`config.mk`:
```
export PLATFORM = sky130hd
export DESIGN_NAME = pipeline_hazard_unit
export DESIGN_NICKNAME = d
export VERILOG_FILES = /design/src/rtl/pipeline_hazard_unit.sv
export SDC_FILE = /design/constraint.sdc
export NUM_CORES = 1
export LEC_CHECK = 0
export CELL_PAD_IN_SITES_DETAIL_PLACEMENT = 1
export CELL_PAD_IN_SITES_GLOBAL_PLACEMENT = 2
export CORE_MARGIN = 3
export CORE_UTILIZATION = 23
export CTS_BUF_LIST = sky130_fd_sc_hd__clkbuf_8
export DETAILED_ROUTE_END_ITERATION = 12
export GPL_TIMING_DRIVEN = 0
export PLACE_DENSITY_LB_ADDON = 0.1
export SETUP_SLACK_MARGIN = 0.4
export SLEW_MARGIN = 10
export SYNTH_ARGS = -nofsm -noshare
export SYNTH_HDL_FRONTEND = slang
export SYNTH_SLANG_ARGS = --single-unit
```
`constraint.sdc`:
```
create_clock -name clk -period 2.9 [get_ports clk]
set_input_delay 0.58 -clock clk [delete_from_list [all_inputs] [get_ports clk]]
set_output_delay 0.58 -clock clk [all_outputs]
set_load 0.02 [all_outputs]
```
`src/rtl/pipeline_hazard_unit.sv`:
```
// -----------------------------------------------------------------------------
// pipeline_hazard_unit
//
// Central hazard detection and forwarding control for the 5-stage MIPS core
// (IF/ID/EX/MEM/WB). It sits beside the main controller. It drives the pipeline
// register enables, the bubble selects and the operand forwarding muxes of the
// datapath. Every decision is combinational and is made in the same cycle. The
// only state is the multiply stall counter and the stall-cycle counter.
//
// Parameters
//   REG_ADDR_W   register specifier width; register 0 is never a hazard source
//   MUL_LATENCY  EX cycles of a multiply (>=1); the pipeline freezes for
//                MUL_LATENCY-1 cycles after the multiply enters EX
//   FWD_ENABLE   1: EX and ID forwarding active
//                0: forwards held at 0, and any RAW against an EX/MEM writer
//                   stalls instead
//   STALL_CNT_W  width of stall_cycles
//
// Ports
//   clk, rst                    rising-edge clock, asynchronous active-low reset
//   id_rs, id_rt                source registers of the instruction in ID
//   id_uses_rs, id_uses_rt      ID instruction really reads rs / rt
//   id_branch, id_taken         beq/bne in ID, and its comparator result
//   id_jump                     j/jal in ID
//   ex_rs, ex_rt, ex_rd         ID/EX sources and destination (after RegDst)
//   ex_reg_write, ex_mem_read   ID/EX write-back and load controls
//   ex_mul_start                one-cycle pulse: a multiply is entering EX
//   mem_rd, mem_reg_write,      EX/MEM destination and controls
//   mem_mem_read
//   wb_rd, wb_reg_write         MEM/WB destination and control
//   stall_clr                   synchronous clear of stall_cycles
//   pc_write, if_id_write       PC and IF/ID enables
//   if_flush, pc_src            zero IF/ID instruction; select branch/jump target
//   id_ex_bubble                NOP controls into ID/EX
//   ex_hold, mem_bubble         freeze ID/EX + EX/MEM; NOP controls into MEM/WB
//   forward_a, forward_b        EX operand mux: 00 regfile, 10 EX/MEM, 01 MEM/WB
//   fwd_id_a, fwd_id_b          ID comparator operand from the EX/MEM ALU result
//   mul_busy                    multiply freeze in progress
//   stall_cycles                saturating count of cycles with pc_write=0
// -----------------------------------------------------------------------------
module pipeline_hazard_unit #(
  parameter int REG_ADDR_W  = 5,
  parameter int MUL_LATENCY = 4,
  parameter bit FWD_ENABLE  = 1'b1,
  parameter int STALL_CNT_W = 16
) (
  input  logic                   clk,
  input  logic                   rst,
  input  logic [REG_ADDR_W-1:0]  id_rs,
  input  logic [REG_ADDR_W-1:0]  id_rt,
  input  logic                   id_uses_rs,
  input  logic                   id_uses_rt,
  input  logic                   id_branch,
  input  logic                   id_taken,
  input  logic                   id_jump,
  input  logic [REG_ADDR_W-1:0]  ex_rs,
  input  logic [REG_ADDR_W-1:0]  ex_rt,
  input  logic [REG_ADDR_W-1:0]  ex_rd,
  input  logic                   ex_reg_write,
  input  logic                   ex_mem_read,
  input  logic                   ex_mul_start,
  input  logic [REG_ADDR_W-1:0]  mem_rd,
  input  logic                   mem_reg_write,
  input  logic                   mem_mem_read,
  input  logic [REG_ADDR_W-1:0]  wb_rd,
  input  logic                   wb_reg_write,
  input  logic                   stall_clr,
  output logic                   pc_write,
  output logic                   if_id_write,
  output logic                   if_flush,
  output logic                   pc_src,
  output logic                   id_ex_bubble,
  output logic                   ex_hold,
  output logic                   mem_bubble,
  output logic [1:0]             forward_a,
  output logic [1:0]             forward_b,
  output logic                   fwd_id_a,
  output logic                   fwd_id_b,
  output logic                   mul_busy,
  output logic [STALL_CNT_W-1:0] stall_cycles
);

  // Counter wide enough to hold MUL_LATENCY-1. It is at least 1 bit, so
  // MUL_LATENCY=1 still builds. In that case it simply never leaves 0.
  localparam int MUL_CNT_W = (MUL_LATENCY > 1) ? $clog2(MUL_LATENCY) : 1;
  localparam logic [MUL_CNT_W-1:0] MUL_LOAD = MUL_CNT_W'(MUL_LATENCY - 1);

  localparam logic [1:0] FWD_REG = 2'b00;
  localparam logic [1:0] FWD_MEM = 2'b10;
  localparam logic [1:0] FWD_WB  = 2'b01;

  // One winner per cycle, in priority order mul > data stall > redirect.
  typedef enum logic [2:0] {
    ACT_RESET,
    ACT_MUL,
    ACT_STALL,
    ACT_REDIRECT,
    ACT_RUN
  } action_e;

  action_e action;

  logic [MUL_CNT_W-1:0] mul_cnt;
  logic                 mul_active;

  // Register 0 is hard-wired to zero, so it never creates a dependency.
  function automatic logic match(input logic [REG_ADDR_W-1:0] x,
                                 input logic [REG_ADDR_W-1:0] r);
    return (x != '0) && (x == r);
  endfunction

  // ---------------------------------------------------------------------------
  // Dependency terms between the ID instruction's used sources and writers
  // ---------------------------------------------------------------------------
  logic id_dep_ex;   // ID source produced by the instruction in EX
  logic id_dep_mem;  // ID source produced by the instruction in MEM
  logic load_use;
  logic branch_hazard;
  logic nofwd_hazard;
  logic data_stall;
  logic redirect;

  always_comb begin
    id_dep_ex  = (id_uses_rs && match(ex_rd, id_rs)) ||
                 (id_uses_rt && match(ex_rd, id_rt));
    id_dep_mem = (id_uses_rs && match(mem_rd, id_rs)) ||
                 (id_uses_rt && match(mem_rd, id_rt));

    load_use = ex_mem_read && id_dep_ex;

    // The branch compares in ID, so it cannot see a value still being computed
    // in EX. It also cannot see load data that is still in MEM. A load ahead of
    // a branch therefore stalls twice: once in EX and once in MEM. An ALU op
    // ahead of a branch stalls once, and is then forwarded from EX/MEM.
    branch_hazard = id_branch &&
                    ((ex_reg_write && id_dep_ex) ||
                     (mem_mem_read && id_dep_mem));

    // Without forwarding, every in-flight producer stalls. WB never stalls,
    // because the register file writes in the first half-cycle.
    nofwd_hazard = !FWD_ENABLE &&
                   ((ex_reg_write && id_dep_ex) ||
                    (mem_reg_write && id_dep_mem));

    data_stall = load_use || branch_hazard || nofwd_hazard;
    redirect   = (id_branch && id_taken) || id_jump;
  end

  assign mul_active = (mul_cnt != '0);

  // ---------------------------------------------------------------------------
  // Action select and pipeline control outputs
  // ---------------------------------------------------------------------------
  always_comb begin
    action = ACT_RUN;
    if (!rst) begin
      action = ACT_RESET;
    end else if (mul_active) begin
      action = ACT_MUL;
    end else if (data_stall) begin
      action = ACT_STALL;
    end else if (redirect) begin
      action = ACT_REDIRECT;
    end
  end

  // NOTE: every output gets a default before the case, so no path through this
  // block can leave a signal unassigned and infer a latch.
  always_comb begin
    pc_write     = 1'b1;
    if_id_write  = 1'b1;
    if_flush     = 1'b0;
    pc_src       = 1'b0;
    id_ex_bubble = 1'b0;
    ex_hold      = 1'b0;
    mem_bubble   = 1'b0;
    mul_busy     = 1'b0;
    unique case (action)
      ACT_RESET: begin
        pc_write     = 1'b0;
        if_id_write  = 1'b0;
        id_ex_bubble = 1'b1;
      end
      ACT_MUL: begin
        // The whole front end freezes with the multiply held in EX. Nothing
        // retires into MEM/WB until the multiply is done.
        pc_write    = 1'b0;
        if_id_write = 1'b0;
        ex_hold     = 1'b1;
        mem_bubble  = 1'b1;
        mul_busy    = 1'b1;
      end
      ACT_STALL: begin
        pc_write     = 1'b0;
        if_id_write  = 1'b0;
        id_ex_bubble = 1'b1;
      end
      ACT_REDIRECT: begin
        if_flush = 1'b1;
        pc_src   = 1'b1;
      end
      ACT_RUN: begin
      end
      default: begin
      end
    endcase
  end

  // ---------------------------------------------------------------------------
  // Forwarding muxes (EX operands and ID branch comparator)
  // ---------------------------------------------------------------------------
  always_comb begin
    forward_a = FWD_REG;
    forward_b = FWD_REG;
    fwd_id_a  = 1'b0;
    fwd_id_b  = 1'b0;
    if (FWD_ENABLE && rst) begin
      // EX/MEM holds the younger result, so it takes priority over MEM/WB.
      if (mem_reg_write && match(mem_rd, ex_rs)) begin
        forward_a = FWD_MEM;
      end else if (wb_reg_write && match(wb_rd, ex_rs)) begin
        forward_a = FWD_WB;
      end
      if (mem_reg_write && match(mem_rd, ex_rt)) begin
        forward_b = FWD_MEM;
      end else if (wb_reg_write && match(wb_rd, ex_rt)) begin
        forward_b = FWD_WB;
      end
      // Only an ALU result exists in EX/MEM. Load data is not ready until WB,
      // so a load in MEM is covered by the branch stall instead.
      fwd_id_a = id_branch && mem_reg_write && !mem_mem_read &&
                 match(mem_rd, id_rs);
      fwd_id_b = id_branch && mem_reg_write && !mem_mem_read &&
                 match(mem_rd, id_rt);
    end
  end

  // ---------------------------------------------------------------------------
  // Multiply stall counter
  // ---------------------------------------------------------------------------
  // NOTE: clocked state uses non-blocking assignments only. Every register
  // then samples its pre-edge value, whatever order the blocks are evaluated in.
  always_ff @(posedge clk or negedge rst) begin
    if (!rst) begin
      mul_cnt <= '0;
    end else if (mul_active) begin
      mul_cnt <= mul_cnt - 1'b1;
    end else if (ex_mul_start) begin
      mul_cnt <= MUL_LOAD;
    end
  end

  // ---------------------------------------------------------------------------
  // Stall-cycle performance counter (saturating, clear wins)
  // ---------------------------------------------------------------------------
  always_ff @(posedge clk or negedge rst) begin
    if (!rst) begin
      stall_cycles <= '0;
    end else if (stall_clr) begin
      stall_cycles <= '0;
    end else if (!pc_write && (stall_cycles != '1)) begin
      stall_cycles <= stall_cycles + 1'b1;
    end
  end

endmodule

```
## Yosys cells after proc, flatten, opt, wreduce, memory -nomap -nowiden

Index checks and enable logic that the tools add are counted.
W data, S select, Z words.

- Bits in registers: 18
- Bits in latches: 0
- Bits in writable memories: 0
- Memory bits (read-only): 0
- Input port bits: 49
- Logic and storage cells: 77
- Memories: 0

- Add/sub/neg operators: 2
- $mul: 0
- Divide/modulo/power cells: 0
- Order comparisons: 0
- Eq/ne operators: 12
- Shift-type cells: 0
- Muxes and demuxes: 20
- Bitwise gates (word level): 0
- Reduce and logical (&&, ||, !) cells: 41

Operator list:

| operator | count |
|---|---|
| $eq A5 B5 Y1 | 8 |
| $mux W16 | 2 |
| $logic_and A1 B1 Y1 | 26 |
| $add A16 B1 Y16 const B | 1 |
| $ne A16 B16 Y1 const B | 1 |
| $reduce_bool A5 Y1 | 3 |
| $mux W2 | 6 |
| $mux W3 | 4 |
| $mux W1 | 8 |
| $eq A3 B2 Y1 const B | 2 |
| $reduce_bool A2 Y1 | 3 |
| $logic_or A1 B1 Y1 | 5 |
| $eq A3 B1 Y1 const B | 1 |
| $logic_not A3 Y1 | 1 |
| $reduce_or A3 Y1 | 1 |
| $reduce_or A2 Y1 | 1 |
| $sub A2 B1 Y2 const B | 1 |
| $logic_not A1 Y1 | 1 |

## Logic depth before layout (Yosys ltp)

- Word-level depth: 16
- Mapped depth: 10

## Worst setup path after synthesis

OpenSTA, ideal clock, no wires.

- Path kind: input port to output port
- From: input mem_rd[0]
- To: output pc_src
- Arrival: 2.150 ns
- Required time: 2.320 ns
- Slack: 0.170 ns
- Cell stages on the path: 8
- Path buffers: 2
- Path through: buf_2 xor2_1 nor3_2 and3_1 a31oi_2 o2111ai_4 nor2_1 buf_4

- Longest elaborated chain between the ends: 13
- Elaborated cells between the ends (all ways): 17

Ends and longest elaborated chain:

| element | line | RTL |
|---|---|---|
| start, declared | 62 | `input logic [REG_ADDR_W-1:0] mem_rd,` |
| $eq A5 B5 Y1 / $reduce_bool A5 Y1 (equally long branches) | 109 | `return (x != '0) && (x == r);` |
| $logic_and A1 B1 Y1 | 109 |  |
| $logic_and A1 B1 Y1 (on tied branches) | 126, 127 |  |
| $logic_or A1 B1 Y1 (*) | 126 | `id_dep_mem = (id_uses_rs && match(mem_rd, id_rs)) \|\|` |
| $logic_and A1 B1 Y1 (*) | 137 | `(mem_mem_read && id_dep_mem));` |
| $logic_or A1 B1 Y1 (*) | 136 | `((ex_reg_write && id_dep_ex) \|\|` |
| $logic_and A1 B1 Y1 (*) | 135 | `branch_hazard = id_branch &&` |
| $logic_or A1 B1 Y1 (*) | 145 | `data_stall = load_use \|\| branch_hazard \|\| nofwd_hazard;` |
| $mux W3 (*) | 160 | `end else if (data_stall) begin` |
| $mux W3 (*) | 158 | `end else if (mul_active) begin` |
| $mux W3 (*) | 156 | `if (!rst) begin` |
| $eq A3 B2 Y1 (*) | - |  |
| $mux W1 (*) | - |  |
| end, declared | 71 | `output logic pc_src,` |

Every way passes the cells marked *; elsewhere a longest branch is shown, timed or not.

## Worst setup path in the final report

- From: input ex_rd[0]
- To: output pc_write

- Longest elaborated chain between the ends: 14
- Elaborated cells between the ends (all ways): 21

Ends and longest elaborated chain:

| element | line | RTL |
|---|---|---|
| start, declared | 58 | `input logic [REG_ADDR_W-1:0] ex_rd,` |
| $eq A5 B5 Y1 / $reduce_bool A5 Y1 (equally long branches) | 109 |  |
| $logic_and A1 B1 Y1 | 109 |  |
| $logic_and A1 B1 Y1 (on tied branches) | 124, 125 |  |
| $logic_or A1 B1 Y1 (*) | 124 | `id_dep_ex = (id_uses_rs && match(ex_rd, id_rs)) \|\|` |
| $logic_and A1 B1 Y1 | 136 |  |
| $logic_or A1 B1 Y1 | 136 |  |
| $logic_and A1 B1 Y1 | 135 |  |
| $logic_or A1 B1 Y1 (*) | 145 |  |
| $mux W3 (*) | 160 |  |
| $mux W3 (*) | 158 |  |
| $mux W3 (*) | 156 |  |
| $eq A3 B1 Y1, or another cell as far along | 178 | `unique case (action)` |
| $reduce_or A3 Y1 (no source line) (*) | - |  |
| $mux W1 (*) | 178 |  |
| end, declared | 68 | `output logic pc_write,` |

Marked as above.

==> metrics.yaml <==
max_stage_delay_ns: 0.36
numCtsBuffers: 3
startpoint_type: "input pin"
postSynthCellCount: 195
grt_usage: 0.1461
via_per_inst: 4.613
avgRoutedWirePerCell_um: 15.74
synthFlopType: "dfrtp_1"
fin_util: 0.4000
cp_data_required_time_ns: 2.32
portBuffers: 72
crit_slowest_cell: "a211o_1"
cts.sinks: 18
synth_edf_count: 0
status: "finished, final reports clean"
max_freq_mhz: 377.9
regToRegSetupSlack_ns: 0.54
cts.clk_slew.worst_paths_ns: 0.08
yosys.cell_types.count: 39
cts_max_level: 1
drc: 0
fin_crit_sh: 0.9124
rows: 30
tns_ns: 0
io_pins: 79
max_slew.worst_pin.slew_ns: 0.5401
syn-num-nets: 246
place_congestion: 0.7715
async_flop_share: 1.000
dieArea_um2: 8256
hold_viol: 0
area_delta_synth_final_pct: 66.77
placed_area_um2: 2509
critical_path_arrival_ns: 2.07
cts_tree: "built"
core_um2: 6907
worstReg2RegEnd: "stall_cycles[1]"
drtAntennaViolNets: 0
synth-seq-area-share: 0.2719
crit_fanout: 3
synth_seq_cells: 18
crit_chain: "buf_4, xor2_1, nor4_1, nand3_1, a211o_1, o2111ai_4, inv_2, buf_6, buf_6"
p_per_area_nw_per_um2: 360.1
r2r.worst_path.cells: 10
worstSetupPathType: "in -> out"
netlist_top_cells_area: "dfrtp_1, xor2_1, xnor2_1, nand3_1, nor2_1"
clk_latency_ns: 0.26
grt_overflow: 0
ys_warn_count: 0
drt-pass1-iter-count: 4
period_needed_ns: 2.646
grt_antenna_before_repair: 0
drive_above_1_share: 0.3096
p_leak_uw: 0.001168
yosys.area.top_type: "dfrtp_1"
grt_pass1_vias: 1887
drv_slew: 0
power_uw: 994.8
grt_start_max_net_pins: 26
dp_hpwl_um: 4641
syn-cell-area_um2: 1657
synth_area_per_cell_um2: 8.495
peakVddDrop_mv: 0.2653
hold_buffers: 0
worstSetupEndpointType: "output port"
setup_viol: 0
skew_ns: 0.009705
initial_core_util: 0.2399
min_path_type: "in -> async"
drtIter0Drc: 15
finalWirelength_um: 5934
layout.nets: 333
die_w_um: 90.87
cts-root-buf: "clkbuf_8"
relSlewSlack: 0.6399
grt_pass1_wl_um: 9922
r2r-start: "stall_cycles[7]"
cts_buffer_depth: 2
antenna_cells: 0
synth_top_area_share: 0.2719
instances_no_fill: 377
die_y_um: 90.87
num_vias: 1739
cp_common_cell: "buf_6"
maxCapViolations: 0
place_inst: 363
rsz0062_at_grt: "true"
stdcell_area_um2: 2763
==> metrics by stage <==
stage | setup WS (ns) | hold WS (ns)
2_1_floorplan | 0.3883 | 0.2844
3_3_place_gp | -1.315 | 0.4725
3_5_place_dp | -1.341 | 0.4778
4_1_cts | 0.1875 | 0.1422
5_1_grt | 0.1611 | 0.1250
6_report | 0.2540 | 0.1224
==> registers in the layout (all words and copies together), names as in the netlist <==
register      flops
mul_cnt           2
stall_cycles     16
==> power breakdown <==
group          internal, uW  switching [uW]
sequential              279            28.0
clock                   121            90.4
combinational           228             248
==> critical path: cells and delay by family <==
family | cells | cell delay [ns]
compound gates | 2 | 0.49
xor+xnor | 1 | 0.15
buf+inv | 4 | 0.43
simple gates | 2 | 0.41
==> layout by cell type, fill, tap and decap left out, types with 3 or more instances in the layout <==
master	instances
nand2_1	11
buf_6	10
dlygate4sd2_1	9
dfrtp_1	18
nand4_1	4
buf_4	18
nand3_1	12
or4_1	4
dlymetal6s2s_1	4
nor4_2	3
buf_2	15
xor2_1	31
xnor2_1	8
xor2_2	5
buf_8	3
clkbuf_2	3
and3_4	4
and2_1	3
nor4_4	4
or4_4	3
o21ai_0	4
inv_1	5
clkdlybuf4s50_1	27
a21oi_1	10
clkbuf_8	4
or3_1	4
nor2_1	14
==> cell usage after synthesis, drive strengths merged, types with 2 or more instances <==
| master | n |
|---|---|
| nand2 | 13 |
| mux2i | 2 |
| or4 | 7 |
| or3 | 4 |
| nor2b | 3 |
| and4 | 2 |
| ha | 2 |
| a21oi | 10 |
| and3 | 5 |
| xor2 | 36 |
| dfrtp | 18 |
| nor4 | 9 |
| and2 | 3 |
| nor2 | 15 |
| buf | 12 |
| nor3 | 5 |
| nand3 | 13 |
| o21ai | 6 |
| xnor2 | 8 |
| mux2 | 2 |
| o31ai | 2 |
| inv | 6 |
| nand4 | 4 |
==> how the worst max path moves through the flow <==
stage	slack, ns	end	cells past startpoint	from
5_1_grt	0.16	pc_write	9	id_rt[4]
3_5_place_dp	-1.34	forward_b[0]	5	rst
4_1_cts	0.19	pc_src	9	id_rt[1]
6_report	0.25	pc_write	9	ex_rd[0]
3_3_place_gp	-1.32	forward_b[0]	5	rst
2_1_floorplan	0.39	pc_src	8	mem_rd[0]
==> cells by family (layout without fill, tap and decap cells) <==
group,after synthesis,after routing,share of synthesized area
and+or+nand+nor,84,84,0.2870
xor gates and xnor gates,44,44,0.2326
AOI/OAI and AO/OA,24,24,0.1027
buffers and inverters,19,105,0.06495
DFF,18,18,0.2719
muxes,4,4,0.02568
adders and majority gates,2,2,0.01510
==> final cells by class <==
type                    instances  area, um^2
plain buffers                  13       92.59
clock buffers                   4       55.05
fillers                       824        4144
inverters                       6       22.52
multi-input cells             158        1272
flip-flops and latches         18       450.4
well taps                      96       120.1
repair buffers                 82       749.5
==> metal layers <==
| layer | GRT usage | share of wire | up-vias |
|---|---|---|---|
| li1 | - | - | 848 |
| met1 | 0.1872 | 0.46 | 841 |
| met2 | 0.2557 | 0.50 | 45 |
| met3 | 0.02417 | 0.036 | 5 |
| met4 | 0.03392 | 0.0096 | 0 |
| met5 | 0 | 0 | - |
==> what timing repair did <==
action | in CTS | in global routing
resized for setup | 149 | 48
setup endpoints to repair | 30 | 23
gates cloned | 0 | 0
setup buffers | 3 | 7
pin swaps | 16 | 16
(Power assumes the default switching activity.)
